<file path="src/rtl/z80_bus_master_if.sv">
// Bus-initiator request/response handshake plus Z80 address/data/strobe bus.
// master = the initiator (z80_bus_master); slave = the requester/target side.
interface z80_bus_master_if #(
  parameter int ADDR_W = 16,
  parameter int DATA_W = 8
);
  logic              req_valid;
  logic              req_ready;
  logic              req_write;
  logic              req_io;
  logic              req_m1;
  logic [ADDR_W-1:0] req_addr;
  logic [DATA_W-1:0] req_wdata;
  logic              rsp_valid;
  logic [DATA_W-1:0] rsp_rdata;
  logic              rsp_timeout;
  logic [ADDR_W-1:0] address;
  logic [DATA_W-1:0] data_out;
  logic              data_oe;
  logic [DATA_W-1:0] data_in;
  logic              mreq_n;
  logic              ioreq_n;
  logic              rd_n;
  logic              wr_n;
  logic              m1_n;
  logic              rfsh_n;
  logic              wait_n;
  logic              busy;

  modport master (
    input  req_valid, req_write, req_io, req_m1, req_addr, req_wdata, data_in, wait_n,
    output req_ready, rsp_valid, rsp_rdata, rsp_timeout, address, data_out, data_oe,
           mreq_n, ioreq_n, rd_n, wr_n, m1_n, rfsh_n, busy
  );

  modport slave (
    output req_valid, req_write, req_io, req_m1, req_addr, req_wdata, data_in, wait_n,
    input  req_ready, rsp_valid, rsp_rdata, rsp_timeout, address, data_out, data_oe,
           mreq_n, ioreq_n, rd_n, wr_n, m1_n, rfsh_n, busy
  );
endinterface

</file>
<file path="src/rtl/z80_bus_master.sv">
// Z80-timed memory/IO bus initiator (T1/T2/TW/T3) with WAIT handling and wait timeout.
// Optional Z80_BUS_MASTER_REFRESH_EN adds the opcode-fetch refresh phase (T3/T4) and R register.
module z80_bus_master #(
  parameter int ADDR_W   = 16,
  parameter int DATA_W   = 8,
  parameter int T_DIV    = 1,
  parameter int MAX_WAIT = 255
) (
  input  logic             clk,
  input  logic             rst,
  z80_bus_master_if.master bus
);

  localparam int TCW = (T_DIV > 1) ? $clog2(T_DIV) : 1;
  localparam int WCW = (MAX_WAIT > 0) ? $clog2(MAX_WAIT + 1) : 1;

  typedef enum logic [3:0] {
    S_IDLE,
    S_T1H,
    S_T1L,
    S_T2H,
    S_T2L,
    S_TWH,
    S_TWL,
    S_T3H,
    S_T3L
`ifdef Z80_BUS_MASTER_REFRESH_EN
    ,
    S_T4H,
    S_T4L
`endif
  } state_t;

  state_t            state, state_nxt;
  logic [TCW-1:0]    tcnt;
  logic              t_last;
  logic [WCW-1:0]    wcnt, wcnt_nxt;
  logic              r_write, r_io, r_fetch, r_abort, abort_nxt;
  logic              accept;

  logic              wr_f, io_f, fetch_f;
  logic              act_t1l, act_t2h, act_t2l;
  logic              mreq_d, ioreq_d, rd_d, wr_d, m1_d, oe_d;

  logic [ADDR_W-1:0] address_q;
  logic [DATA_W-1:0] data_out_q;
  logic              data_oe_q;
  logic              mreq_q, ioreq_q, rd_q, wr_q, m1_q;
  logic [DATA_W-1:0] rdata_cap;
  logic              rsp_valid_q;
  logic [DATA_W-1:0] rsp_rdata_q;
  logic              rsp_timeout_q;

`ifdef Z80_BUS_MASTER_REFRESH_EN
  logic              rfsh_d, rfsh_q, refr;
  logic [7:0]        r_reg;
`endif

  assign t_last = (tcnt == TCW'(T_DIV - 1));

  // Next-state: every non-IDLE state advances only on its last clk.
  always_comb begin
    state_nxt = state;
    wcnt_nxt  = wcnt;
    abort_nxt = r_abort;
    accept    = 1'b0;
    if (state == S_IDLE) begin
      if (bus.req_valid) begin
        accept    = 1'b1;
        state_nxt = S_T1H;
        wcnt_nxt  = '0;
        abort_nxt = 1'b0;
      end
    end else if (t_last) begin
      case (state)
        S_T1H: state_nxt = S_T1L;
        S_T1L: state_nxt = S_T2H;
        S_T2H: state_nxt = S_T2L;
        S_T2L: state_nxt = (r_io || !bus.wait_n) ? S_TWH : S_T3H;
        S_TWH: state_nxt = S_TWL;
        S_TWL: begin
          if (bus.wait_n) begin
            state_nxt = S_T3H;
          end else if ((MAX_WAIT != 0) && (wcnt == WCW'(MAX_WAIT))) begin
            state_nxt = S_T3L;
            abort_nxt = 1'b1;
          end else begin
            state_nxt = S_TWH;
            wcnt_nxt  = wcnt + WCW'(1);
          end
        end
        S_T3H: state_nxt = S_T3L;
`ifdef Z80_BUS_MASTER_REFRESH_EN
        S_T3L: state_nxt = (r_fetch && !r_abort) ? S_T4H : S_IDLE;
        S_T4H: state_nxt = S_T4L;
`endif
        default: state_nxt = S_IDLE;
      endcase
    end
  end

  // Strobes are decoded from the next state so the registered outputs line up with the state.
  always_comb begin
    wr_f    = accept ? bus.req_write : r_write;
    io_f    = accept ? bus.req_io : r_io;
    fetch_f = accept ? (bus.req_m1 & ~bus.req_io & ~bus.req_write) : r_fetch;
    act_t1l = state_nxt inside {S_T1L, S_T2H, S_T2L, S_TWH, S_TWL, S_T3H};
    act_t2h = state_nxt inside {S_T2H, S_T2L, S_TWH, S_TWL, S_T3H};
    act_t2l = state_nxt inside {S_T2L, S_TWH, S_TWL, S_T3H};
    mreq_d  = ~(~io_f & act_t1l);
    ioreq_d = ~(io_f & act_t2h);
    rd_d    = ~(~wr_f & (io_f ? act_t2h : act_t1l));
    wr_d    = ~(wr_f & (io_f ? act_t2h : act_t2l));
    m1_d    = ~(fetch_f & (act_t1l | (state_nxt == S_T1H)));
    oe_d    = wr_f & (act_t1l | (state_nxt == S_T3L));
`ifdef Z80_BUS_MASTER_REFRESH_EN
    refr    = fetch_f & ~abort_nxt;
    mreq_d  = mreq_d & ~(refr & (state_nxt inside {S_T3L, S_T4H}));
    rfsh_d  = ~(refr & (state_nxt inside {S_T3L, S_T4H, S_T4L}));
`endif
  end

  always_ff @(posedge clk or posedge rst) begin
    if (rst) begin
      state         <= S_IDLE;
      tcnt          <= '0;
      wcnt          <= '0;
      r_write       <= 1'b0;
      r_io          <= 1'b0;
      r_fetch       <= 1'b0;
      r_abort       <= 1'b0;
      address_q     <= '0;
      data_out_q    <= '0;
      data_oe_q     <= 1'b0;
      mreq_q        <= 1'b1;
      ioreq_q       <= 1'b1;
      rd_q          <= 1'b1;
      wr_q          <= 1'b1;
      m1_q          <= 1'b1;
      rdata_cap     <= '1;
      rsp_valid_q   <= 1'b0;
      rsp_rdata_q   <= '1;
      rsp_timeout_q <= 1'b0;
`ifdef Z80_BUS_MASTER_REFRESH_EN
      rfsh_q        <= 1'b1;
      r_reg         <= 8'h00;
`endif
    end else begin
      state   <= state_nxt;
      tcnt    <= ((state == S_IDLE) || t_last) ? '0 : tcnt + TCW'(1);
      wcnt    <= wcnt_nxt;
      r_abort <= abort_nxt;
      if (accept) begin
        r_write   <= bus.req_write;
        r_io      <= bus.req_io;
        r_fetch   <= bus.req_m1 & ~bus.req_io & ~bus.req_write;
        address_q <= bus.req_addr;
        if (bus.req_write) begin
          data_out_q <= bus.req_wdata;
        end
      end
`ifdef Z80_BUS_MASTER_REFRESH_EN
      else if (state == S_T3H && state_nxt == S_T3L && r_fetch) begin
        address_q <= ADDR_W'(r_reg);
      end
      if (state == S_T4L && t_last) begin
        r_reg <= {r_reg[7], r_reg[6:0] + 7'd1};
      end
      rfsh_q <= rfsh_d;
`endif
      data_oe_q <= oe_d;
      mreq_q    <= mreq_d;
      ioreq_q   <= ioreq_d;
      rd_q      <= rd_d;
      wr_q      <= wr_d;
      m1_q      <= m1_d;
      if (state == S_T3H && t_last) begin
        rdata_cap <= bus.data_in;
      end
      rsp_valid_q <= 1'b0;
      if (state != S_IDLE && state_nxt == S_IDLE) begin
        rsp_valid_q   <= 1'b1;
        rsp_rdata_q   <= (r_write || r_abort) ? '1 : rdata_cap;
        rsp_timeout_q <= r_abort;
      end
    end
  end

  assign bus.req_ready   = (state == S_IDLE);
  assign bus.busy        = (state != S_IDLE);
  assign bus.rsp_valid   = rsp_valid_q;
  assign bus.rsp_rdata   = rsp_rdata_q;
  assign bus.rsp_timeout = rsp_timeout_q;
  assign bus.address     = address_q;
  assign bus.data_out    = data_out_q;
  assign bus.data_oe     = data_oe_q;
  assign bus.mreq_n      = mreq_q;
  assign bus.ioreq_n     = ioreq_q;
  assign bus.rd_n        = rd_q;
  assign bus.wr_n        = wr_q;
  assign bus.m1_n        = m1_q;
`ifdef Z80_BUS_MASTER_REFRESH_EN
  assign bus.rfsh_n      = rfsh_q;
`else
  assign bus.rfsh_n      = 1'b1;
`endif

endmodule

</file>
<file path="src/flat_wrapper.sv">
// flat-port wrapper written by rule: the top's interface ports become plain ports
module z80_bus_master_flat 
#(
  parameter int ADDR_W   = 16,
  parameter int DATA_W   = 8,
  parameter int T_DIV    = 1,
  parameter int MAX_WAIT = 255
)
  (clk, rst, bus_req_valid, bus_req_write, bus_req_io, bus_req_m1, bus_req_addr, bus_req_wdata, bus_data_in, bus_wait_n, bus_req_ready, bus_rsp_valid, bus_rsp_rdata, bus_rsp_timeout, bus_address, bus_data_out, bus_data_oe, bus_mreq_n, bus_ioreq_n, bus_rd_n, bus_wr_n, bus_m1_n, bus_rfsh_n, bus_busy);
  z80_bus_master_if #(.ADDR_W(ADDR_W), .DATA_W(DATA_W)) bus_i ();
  input  logic clk;
  input  logic rst;
  input wire logic [$bits(bus_i.req_valid)-1:0] bus_req_valid;
  input wire logic [$bits(bus_i.req_write)-1:0] bus_req_write;
  input wire logic [$bits(bus_i.req_io)-1:0] bus_req_io;
  input wire logic [$bits(bus_i.req_m1)-1:0] bus_req_m1;
  input wire logic [$bits(bus_i.req_addr)-1:0] bus_req_addr;
  input wire logic [$bits(bus_i.req_wdata)-1:0] bus_req_wdata;
  input wire logic [$bits(bus_i.data_in)-1:0] bus_data_in;
  input wire logic [$bits(bus_i.wait_n)-1:0] bus_wait_n;
  output wire logic [$bits(bus_i.req_ready)-1:0] bus_req_ready;
  output wire logic [$bits(bus_i.rsp_valid)-1:0] bus_rsp_valid;
  output wire logic [$bits(bus_i.rsp_rdata)-1:0] bus_rsp_rdata;
  output wire logic [$bits(bus_i.rsp_timeout)-1:0] bus_rsp_timeout;
  output wire logic [$bits(bus_i.address)-1:0] bus_address;
  output wire logic [$bits(bus_i.data_out)-1:0] bus_data_out;
  output wire logic [$bits(bus_i.data_oe)-1:0] bus_data_oe;
  output wire logic [$bits(bus_i.mreq_n)-1:0] bus_mreq_n;
  output wire logic [$bits(bus_i.ioreq_n)-1:0] bus_ioreq_n;
  output wire logic [$bits(bus_i.rd_n)-1:0] bus_rd_n;
  output wire logic [$bits(bus_i.wr_n)-1:0] bus_wr_n;
  output wire logic [$bits(bus_i.m1_n)-1:0] bus_m1_n;
  output wire logic [$bits(bus_i.rfsh_n)-1:0] bus_rfsh_n;
  output wire logic [$bits(bus_i.busy)-1:0] bus_busy;
  assign bus_i.req_valid = bus_req_valid;
  assign bus_i.req_write = bus_req_write;
  assign bus_i.req_io = bus_req_io;
  assign bus_i.req_m1 = bus_req_m1;
  assign bus_i.req_addr = bus_req_addr;
  assign bus_i.req_wdata = bus_req_wdata;
  assign bus_i.data_in = bus_data_in;
  assign bus_i.wait_n = bus_wait_n;
  assign bus_req_ready = bus_i.req_ready;
  assign bus_rsp_valid = bus_i.rsp_valid;
  assign bus_rsp_rdata = bus_i.rsp_rdata;
  assign bus_rsp_timeout = bus_i.rsp_timeout;
  assign bus_address = bus_i.address;
  assign bus_data_out = bus_i.data_out;
  assign bus_data_oe = bus_i.data_oe;
  assign bus_mreq_n = bus_i.mreq_n;
  assign bus_ioreq_n = bus_i.ioreq_n;
  assign bus_rd_n = bus_i.rd_n;
  assign bus_wr_n = bus_i.wr_n;
  assign bus_m1_n = bus_i.m1_n;
  assign bus_rfsh_n = bus_i.rfsh_n;
  assign bus_busy = bus_i.busy;
  z80_bus_master #(.ADDR_W(ADDR_W), .DATA_W(DATA_W), .T_DIV(T_DIV), .MAX_WAIT(MAX_WAIT)) u_core (.clk(clk), .rst(rst), .bus(bus_i));
endmodule
</file>
<file path="config.mk">
export PLATFORM = sky130hd
export DESIGN_NAME = z80_bus_master_flat
export DESIGN_NICKNAME = d
export VERILOG_FILES = /design/src/rtl/z80_bus_master_if.sv /design/src/rtl/z80_bus_master.sv /design/src/flat_wrapper.sv
export SDC_FILE = /design/constraint.sdc
export NUM_CORES = 1
export LEC_CHECK = 0
export CAP_MARGIN = 15
export CORE_MARGIN = 2
export CORE_UTILIZATION = 50
export CTS_CLUSTER_SIZE = 28
export DETAILED_ROUTE_END_ITERATION = 7
export PLACE_DENSITY = 0.85
export SLEW_MARGIN = 5
export SYNTH_ARGS = -nofsm -noshare
export SYNTH_HDL_FRONTEND = slang
export SYNTH_SLANG_ARGS = --single-unit
</file>
<file path="constraint.sdc">
create_clock -name clk -period 5.31 [get_ports clk]
set_clock_uncertainty 0.2 [all_clocks]
set_input_delay 1.3275 -clock clk [delete_from_list [all_inputs] [get_ports clk]]
set_output_delay 1.3275 -clock clk [all_outputs]
set_load 0.02 [all_outputs]
</file>
==> reports/metrics.csv, run 1 <==
metric;value;unit
status;finished, final reports clean;
ys_top_cells_by_area;dfrtp_1 40%, dfstp_2 20%, nand2_1 8.0%;
switchingPower;777.9;uW
dr.pass1.iters;4;
async_reset_ff_frac;1.000;
worstPathRequired;3.78;ns
endpoint_kind;output port;
maxSlewViolCount;0;
drv_cap;0;
rows;27;
cp_max_fo;9;
top_usage_layer;met2;
cts.reportedPaths.clkPinSlew;0.07;ns
layout_commonest_cell;clkdlybuf4s50_1;
yosysTopAreaCellShare;0.3969;
postSynthCellCount;241;
slowest_delay;0.58;ns
synth-edff-count;0;
p_seq_frac;0.396;
setup_viol;0;
vdd_drop_max;0.3311;mV
root_buffer;clkbuf_8;
place_congestion;0.7635;
cp_slowest_cell;clkdlybuf4s50_1;
clkLatencyLatePin;0.33;ns
rsz0062_at_grt;no;
synth-main-ff-cell;dfrtp_1;
min_path_type;register to register;
tightest_slew;0.8845;ns
htree_levels;3;
grt_max_degree;43;
grt_util_met1;0.2544;
finalNetCount;361;
drt_iter0_drc;98;
ctsResizeCount;0;
cts_tree;built;
start_util;0.5100;
die_x;78.49;um
r2r_setup_slack;2.44;ns
post_cts_buffers;0;
drcViolationCount;0;
dpl.hpwl;4.227;mm
min_path_cells;2;
ys_ff_latch;65;
coreArea;0.005439;mm2
timing.rr.start;u_core.state[3]$_DFF_PP0_;
cts_buffers;9;
synth.avg_cell_area;11.51;um2
ys_seq_area_frac;0.5959;
routed_wl;6.031;mm
die_area;0.006160;mm2
numPortBuffers;80;
worst-r2r-cell-count;6;
comb_power_share;0.414;
routedWlPerCell;15.15;um
antenna_found_initial;0;
fmax;282.1;MHz
min_to;u_core.bus.address[9]$_DFFE_PP0P_;
syn_nets;281;
hold_viol_final;0;
n_antenna_cell;0;
r2r_end;u_core.bus.wr_n$_DFF_PP1_;
slew_headroom;0.4103;
clk_path_buf_depth;2;
cp_cell_sequence;nor4_4 > inv_1 > clkdlybuf4s50_1;
start_kind;register;
ios;82;
period_needed;3.544;ns
vias;2067;
synth_top_area_cell;dfrtp_1;
grt_pass1_vias;2247;
path_class;register to output port;
die_y;78.49;um
final_cell_mix;80 x clkdlybuf4s50_1, 59 x nand2_1, 44 x dfrtp_1;
final_layout_size_suffix_gt1_frac;0.1994;
leakage;1.651;nW
clockPowerShare;0.189;
netlist_area;0.002774;mm2
ant_nets;0;
grt_pass1_wl;10.33;mm
tns;0;ns
holdCritStartpoint;u_core.bus.address[9]$_DFFE_PP0P_;
p_int;1.430;mW
sw_frac_of_total;0.3523;
via_per_inst;5.193;
cts_hold_buf;0;
use_met2;0.3698;
power.density;581.7;mW/mm2
crit_arrival;2.02;ns
grtUsageMet3;0.05402;
ys_types;49;
cts_num_sinks;65;
postLayoutCoreUtil;0.6980;
ys_warn_count;0;
grt_overflow_total;0;
min_period_over_period;0.6675;
globalRouteTotalUtil;0.2149;
syn2layout_area_growth;36.85;%
[cells in the mapped netlist, types with 2 or more instances]
master and number:
nand2_1 59, dfrtp_1 44, dfstp_2 21, mux2_2 17
nor2_1 11, nand3_1 9, o22a_1 8, buf_2 5
inv_1 5, xor2_1 5, a21oi_1 4, nand4_1 3
and2_1 2, and3_1 2, buf_4 2, buf_6 2
clkbuf_1 2, conb_1 2, inv_2 2, nand4b_1 2
nor4_4 2, nor4b_1 2, o211ai_1 2, o21ai_0 2
or3_1 2
[how the worst max path moves through the flow]
stage	slack, ns	depth (start not counted)	end	start
after floorplan	2.19	1	u_core.bus.address[0]$_DFFE_PP0P_	rst
after global placement	1.65	6	u_core.bus.wr_n$_DFF_PP1_	bus_req_valid
after detailed placement	1.51	6	u_core.bus.wr_n$_DFF_PP1_	bus_req_valid
after CTS	1.76	3	bus_busy	u_core.state[1]$_DFF_PP0_
after global routing	1.69	3	bus_busy	u_core.state[1]$_DFF_PP0_
final	1.77	3	bus_busy	u_core.state[3]$_DFF_PP0_
[area by class of cell]
cell class	count	area, um2
timing repair buffer	81	808.3
clock buffer	13	158.9
multi-input combinational	157	1021
clock inverter	3	38.79
fill	411	1643
tap	72	90.09
sequential	65	1653
inverter	7	26.28
[stage by stage]
| step | total power, mW | cell area (um2) | worst slack [ns] | hold WS [ns] | std cells |
|---|---|---|---|---|---|
| after detailed placement | 1.798 | 3598 | 1.511 | 0.2570 | 382 |
| after global routing | 2.334 | 3796 | 1.688 | 0.3087 | 398 |
| after global placement | 1.762 | 3598 | 1.655 | 0.2555 | 382 |
| after floorplan | 1.408 | 2774 | 2.191 | 0.2343 | 241 |
| final | 2.208 | 3796 | 1.766 | 0.2741 | 398 |
| after CTS | 2.223 | 3796 | 1.761 | 0.2790 | 398 |
[flip-flops by register name (all words and copies together) (netlist names)]
register,cells
u_core.bus.address,16
u_core.bus.data_out,8
u_core.bus.rsp_rdata,8
u_core.rdata_cap,8
u_core.wcnt,8
u_core.state,4
u_core.bus.data_oe,1
u_core.bus.ioreq_n,1
u_core.bus.m1_n,1
u_core.bus.mreq_n,1
u_core.bus.rd_n,1
u_core.bus.rsp_timeout,1
u_core.bus.rsp_valid,1
u_core.bus.wr_n,1
u_core.r_abort,1
u_core.r_fetch,1
u_core.r_io,1
u_core.r_write,1
u_core.tcnt,1
[power by group through the flow]
stage	Sequential [mW]	Clock, mW	Combinational, mW
2_1_floorplan	1.02	0	0.392
3_3_place_gp	0.873	0	0.889
3_5_place_dp	0.882	0	0.916
4_1_cts	0.876	0.425	0.922
5_1_grt	0.903	0.446	0.984
6_report	0.875	0.418	0.914
[worst max-delay path: cells and delay by family, from the launching register on]
family	cells	cell delay [ns]
flops	1	0.54
simple gates	1	0.42
buf+inv	2	0.73
[layer usage]
metal	part of all wire	routed length, um
met4	0.018	108
met3	0.066	399
met5	0	0
met2	0.50	3004
met1	0.42	2519
[logic make-up after synthesis]
family / count (synthesis) / synth area share
fa+ha+maj: 1 / 0.004510
other cells: 2 / 0.002707
buf+inv: 19 / 0.03608
mux: 18 / 0.07262
compound gates: 28 / 0.08345
xor+xnor: 5 / 0.01579
flops: 65 / 0.5959
simple gates: 103 / 0.1890
No activity file was read; power rests on OpenSTA's default activity.
==> inputs of run 2 (changes only) <==
Settings changed: CORE_UTILIZATION 50 to 42, PLACE_DENSITY 0.85 to 0.76.
Clock period 5.31 ns to 2.85 ns, I/O delays scaled along.
==> run 2 against run 1 <==
  * Die area increased by 18%
  * Final area increased by 4.0%
  * First-iteration DRC count decreased by 23%
  * Critical path type unchanged
  * Largest power group unchanged
==> reports/metrics.csv, run 2 (synthesized netlist as in run 1, its figures left out) <==
metric;value;unit;change
drcViolationCount;0;;unchanged
grt_overflow_total;0;;unchanged
syn2layout_area_growth;42.31;%;was 36.85%
coreArea;0.006386;mm2;was 0.005439 mm2
path_class;register to output port;;unchanged
routed_wl;5.744;mm;was 6.031 mm
power.density;1113;mW/mm2;was 581.7 mW/mm2
cp_max_fo;10;;was 9
htree_levels;3;;unchanged
rsz0062_at_grt;no;;unchanged
m1WireLength;2.442;mm;was 2.519 mm
via_per_inst;5.112;;was 5.193
worstPathRequired;1.94;ns;was 3.78 ns
dpl.cell_count;393;;was 382
place_congestion;0.8853;;was 0.7635
p_int;2.941;mW;was 1.430 mW
grt_max_degree;47;;was 43
status;finished, final reports clean;;unchanged
hold_viol_final;0;;unchanged
n_fill_cell;528;;was 411
hold-worst-slack;0.2753;ns;was 0.2741 ns
final_cell_mix;79 x clkdlybuf4s50_1, 59 x nand2_1, 44 x dfrtp_1;;was 80 x clkdlybuf4s50_1, 59 x nand2_1, 44 x dfrtp_1
final_layout_size_suffix_gt1_frac;0.2252;;was 0.1994
fmax;360.8;MHz;
sw_frac_of_total;0.3308;;was 0.3523
leakage;1.731;nW;was 1.651 nW
ios;82;;unchanged
maxSlewViolCount;0;;unchanged
crit_arrival;1.86;ns;was 2.02 ns
tns;0;ns;unchanged
layout_commonest_cell;clkdlybuf4s50_1;;unchanged
switchingPower;1.454;mW;was 777.9 uW
globalRouteTotalUtil;0.1731;;was 0.2149
dr.pass1.iters;4;;unchanged
endpoint_kind;output port;;unchanged
rows;29;;was 27
grt_pass1_vias;2300;;was 2,247
period_needed;2.772;ns;
cts_tree;built;;unchanged
clkLatencyLatePin;0.34;ns;was 0.33 ns
grt_pass1_wl;10.01;mm;was 10.33 mm
cts_num_sinks;65;;unchanged
min_period_over_period;0.9725;;
vdd_drop_max;0.7160;mV;was 0.3311 mV
drt_iter0_drc;75;;was 98
cts_buffers;9;;unchanged
largest_reg_flops;16;;unchanged
dpl.hpwl;4.023;mm;was 4.227 mm
root_buffer;clkbuf_8;;unchanged
clockPowerShare;0.240;;was 0.189
min_path_type;register to register;;unchanged
clk_path_buf_depth;2;;unchanged
numPortBuffers;80;;unchanged
routedWlPerCell;14.01;um;was 15.15 um
die_x;85.27;um;was 78.49 um
n_antenna_cell;0;;unchanged
p_seq_frac;0.367;;was 0.396
drv_cap;0;;unchanged
die_area;0.007271;mm2;was 0.006160 mm2
multi_input_area;0.001021;mm2;unchanged
wl_met2;2.925;mm;was 3.004 mm
finalNetCount;368;;was 361
layoutNonFillerInstCount;410;;was 398
highest_layer;met4;;unchanged
die_y;85.27;um;was 78.49 um
setup_viol;0;;unchanged
start_util;0.4344;;was 0.5100
antenna_found_initial;0;;unchanged
routed-wl-met3;266;um;was 399 um
cts.reportedPaths.clkPinSlew;0.07;ns;about the same
cts_hold_buf;0;;unchanged
comb_power_share;0.392;;was 0.414
finalPower;4.395;mW;was 2.208 mW
postLayoutCoreUtil;0.6181;;was 0.6980
start_kind;register;;unchanged
regArea;0.001653;mm2;unchanged
vias;2096;;was 2,067
ant_nets;0;;unchanged
[run 2: power by group through the flow]
stage / registers (mW) / logic (mW) / clock network (mW)
floorplan: 1.89 / 0.731 / 0
global placement: 1.61 / 1.69 / 0
detailed placement: 1.63 / 1.73 / 0
CTS: 1.62 / 1.75 / 1.08
global route: 1.66 / 1.87 / 1.12
finish: 1.61 / 1.72 / 1.06
[run 2: layout make-up]
class	instances	share of cell area
flip-flops and latches	65	0.4187
multi-input cells	157	0.2586
repair buffers	88	0.2219
clock buffers	10	0.03487
clock inverters	6	0.03487
well taps	77	0.02441
inverters	7	0.006656
[run 2: path summary, 6_finish.rpt]
check                                                   start                                 end  slack, ns  depth (start not counted)
setup / recovery                    u_core.state[1]$_DFF_PP0_                       bus_req_ready       0.08                          2
hold / removal             u_core.bus.address[15]$_DFFE_PP0P_  u_core.bus.address[15]$_DFFE_PP0P_       0.28                          2
setup reg to reg                    u_core.state[1]$_DFF_PP0_        u_core.bus.data_oe$_DFF_PP0_       0.57                          7
hold reg to reg            u_core.bus.address[15]$_DFFE_PP0P_  u_core.bus.address[15]$_DFFE_PP0P_       0.28                          2
max in group asynchronous                                 rst     u_core.rdata_cap[3]$_DFFE_PP1P_       1.30                          3
min in group asynchronous                                 rst   u_core.bus.address[1]$_DFFE_PP0P_       0.51                          2
[run 2: repair_timing]
item                                    4_1_cts  5_1_grt
resized for setup                             0        1
setup buffers                                 1        0
endpoints found under the setup margin        2        1
pin swaps                                     1        0
gates cloned                                  0        0
[run 2: worst max-delay path, cell delays in order (launching register included)]
cell and delay (ns):
dfrtp_1 0.50, nor4_4 0.36, clkdlybuf4s50_1 0.66
[run 2: metal layers]
layer | vias to the layer above | track usage
met5 | - | 0
met4 | 0 | 0.08369
met3 | 13 | 0.04280
met2 | 54 | 0.3068
met1 | 1029 | 0.1937
li1 | 1000 | -
[run 2: per-stage QoR]
stage / worst slack, ns / area [um2]
finish: 0.07840 / 3948
global route: 0.01538 / 3948
detailed placement: 0.2177 / 3662
CTS: 0.05013 / 3945
global placement: 0.2679 / 3662
floorplan: 0.3458 / 2774
==> inputs of run 3 (changes only) <==
Settings changed: CORE_MARGIN 2 to 4.
==> run 3 against run 2 <==
  * Clock-buffer cell count increased by 1
  * Sequential cell count stayed put
  * Via count shrank 0.76%
  * Sequential power barely moved
  * Critical path depth rose by 1
  * Routed wire length increased by 1.8%
  * Combinational power barely moved
  * Final area down 2.5%
  * First-iteration DRC count decreased by 13%
  * Die area increased by 9.6%
  * Hold slack improved by 0.0024 ns
  * Global-route usage decreased by 1.4 points
==> reports/metrics.csv, run 3 (synthesized netlist as in run 1, its figures left out) <==
metric;value;unit;change
grt_max_degree;44;;was 47
cp_max_fo;7;;was 10
cts.reportedPaths.clkPinSlew;0.07;ns;about the same
die_y;89.27;um;was 85.27 um
p_seq_frac;0.401;;was 0.367
slowest_delay;0.55;ns;was 0.66 ns
maxSlewViolCount;0;;unchanged
tns;0;ns;unchanged
start_kind;register;;unchanged
status;finished, final reports clean;;unchanged
globalRouteTotalUtil;0.1592;;was 0.1731
top_usage_layer;met2;;unchanged
place_area;0.003662;mm2;unchanged
endpoint_kind;output port;;unchanged
r2r_setup_slack;0.64;ns;was 0.57 ns
fmax;367.7;MHz;was 360.8 MHz
design_area;0.003850;mm2;was 0.003948 mm2
path_class;register to output port;;unchanged
drt_iter0_drc;65;;was 75
syn2layout_area_growth;38.79;%;was 42.31%
power.density;1046;mW/mm2;was 1113 mW/mm2
layout_commonest_cell;clkdlybuf4s50_1;;unchanged
use_met2;0.2579;;was 0.3068
sw_frac_of_total;0.3547;;was 0.3308
drcViolationCount;0;;unchanged
n_fill_cell;556;;was 528
fin_ws;0.1305;ns;was 0.07840 ns
routedWlPerCell;14.26;um;was 14.01 um
clk_path_buf_depth;2;;unchanged
period_needed;2.719;ns;was 2.772 ns
numPortBuffers;80;;unchanged
start_util;0.4344;;unchanged
antenna_found_initial;0;;unchanged
grt_pass1_wl;9.763;mm;was 10.01 mm
hold-worst-slack;0.2777;ns;was 0.2753 ns
drv_cap;0;;unchanged
rsz0062_at_grt;no;;unchanged
via_per_inst;5.073;;was 5.112
cp_slowest_cell;clkdlybuf4s50_1;;unchanged
cts_tree;built;;unchanged
final_layout_size_suffix_gt1_frac;0.2252;;unchanged
final_cell_mix;79 x clkdlybuf4s50_1, 59 x nand2_1, 44 x dfrtp_1;;unchanged
cts_num_sinks;65;;unchanged
finalNetCount;368;;unchanged
vias;2080;;was 2,096
dpl.hpwl;4.200;mm;was 4.023 mm
clkLatencyLatePin;0.33;ns;was 0.34 ns
routed_wl;5.845;mm;was 5.744 mm
min_period_over_period;0.9542;;was 0.9725
ios;82;;unchanged
cts_buffers;9;;unchanged
dr.pass1.iters;4;;unchanged
grt_overflow_total;0;;unchanged
p_int;2.598;mW;was 2.941 mW
path_delay_family;buffers and inverters;;unchanged
pre_cts_ws;0.2367;ns;was 0.2177 ns
clockPowerShare;0.173;;was 0.240
worstPathRequired;1.94;ns;about the same
critPathBufInv;2;;was 1
largest_reg_flops;16;;unchanged
finalPower;4.026;mW;was 4.395 mW
grtUsageMet3;0.03318;;was 0.04280
min_path_type;register to register;;unchanged
die_x;89.27;um;was 85.27 um
n_antenna_cell;0;;unchanged
setup_viol;0;;unchanged
cp_cell_sequence;nor4_4 > inv_1 > clkdlybuf4s50_1;;was nor4_4 > clkdlybuf4s50_1
cts_hold_buf;0;;unchanged
comb_power_share;0.426;;was 0.392
root_buffer;clkbuf_8;;unchanged
place_congestion;0.8106;;was 0.8853
die_area;0.007969;mm2;was 0.007271 mm2
crit_arrival;1.81;ns;was 1.86 ns
vdd_drop_max;0.6238;mV;was 0.7160 mV
rows;29;;unchanged
coreArea;0.006386;mm2;unchanged
ant_nets;0;;unchanged
hold_viol_final;0;;unchanged
grt_pass1_vias;2069;;was 2,300
htree_levels;3;;unchanged
leakage;1.686;nW;was 1.731 nW
grt_util_met1;0.2086;;was 0.1937
switchingPower;1.428;mW;was 1.454 mW
==> run 3: final cells by class <==
type,instances,area [um2],area share
tap,77,96.34,0.02502
clock buffer,11,151.4,0.03932
sequential,65,1653,0.4293
inverter,7,26.28,0.006825
timing repair buffer,88,872.1,0.2265
multi-input combinational,157,1021,0.2652
clock inverter,5,30.03,0.007800
==> run 3: path summary, 6_finish.rpt <==
path	startpoint	endpoint	cells past startpoint
setup / recovery	u_core.state[0]$_DFF_PP0_	bus_busy	3
hold / removal	u_core.bus.address[2]$_DFFE_PP0P_	u_core.bus.address[2]$_DFFE_PP0P_	2
setup reg to reg	u_core.state[0]$_DFF_PP0_	u_core.bus.data_oe$_DFF_PP0_	7
hold reg to reg	u_core.bus.address[2]$_DFFE_PP0P_	u_core.bus.address[2]$_DFFE_PP0P_	2
max in group asynchronous	rst	u_core.bus.m1_n$_DFF_PP1_	3
min in group asynchronous	rst	u_core.bus.address[5]$_DFFE_PP0P_	2
==> run 3: timing repair <==
| item | 4_1_cts | 5_1_grt |
|---|---|---|
| setup buffers | 1 | 0 |
| endpoints found under the setup margin | 2 | 0 |
| endpoints found under the hold margin | 0 | 0 |
| resized for setup | 1 | 0 |
==> run 3: power groups by stage <==
stage               Combinational (mW)  Sequential (mW)  Clock [mW]
floorplan                        0.731             1.89           0
global route                      1.87             1.66       0.758
finish                            1.72             1.61       0.695
CTS                               1.74             1.62       0.721
global placement                  1.70             1.62           0
detailed placement                1.74             1.63           0
==> run 3: worst reg2reg max path, stage by stage, from the launching register on <==
cell and delay, ns:
dfrtp_1 0.49, nor4_4 0.34, buf_4 0.17, and2_1 0.16, buf_4 0.28, o21ai_1 0.19
o211ai_1 0.16, o31ai_2 0.09
==> run 3: metrics by stage <==
step,utilization,instances
floorplan,-,241
global placement,0.5735,393
detailed placement,0.5735,393
CTS,0.6029,410
global route,0.6029,410
finish,0.6029,410
==> run 3: per-layer routing <==
metal / part of all wire / up-vias / wire length, um
li1: - / 1005 / -
met1: 0.46 / 1026 / 2695
met2: 0.48 / 41 / 2784
met3: 0.048 / 8 / 281
met4: 0.014 / 0 / 83
met5: 0 / - / 0
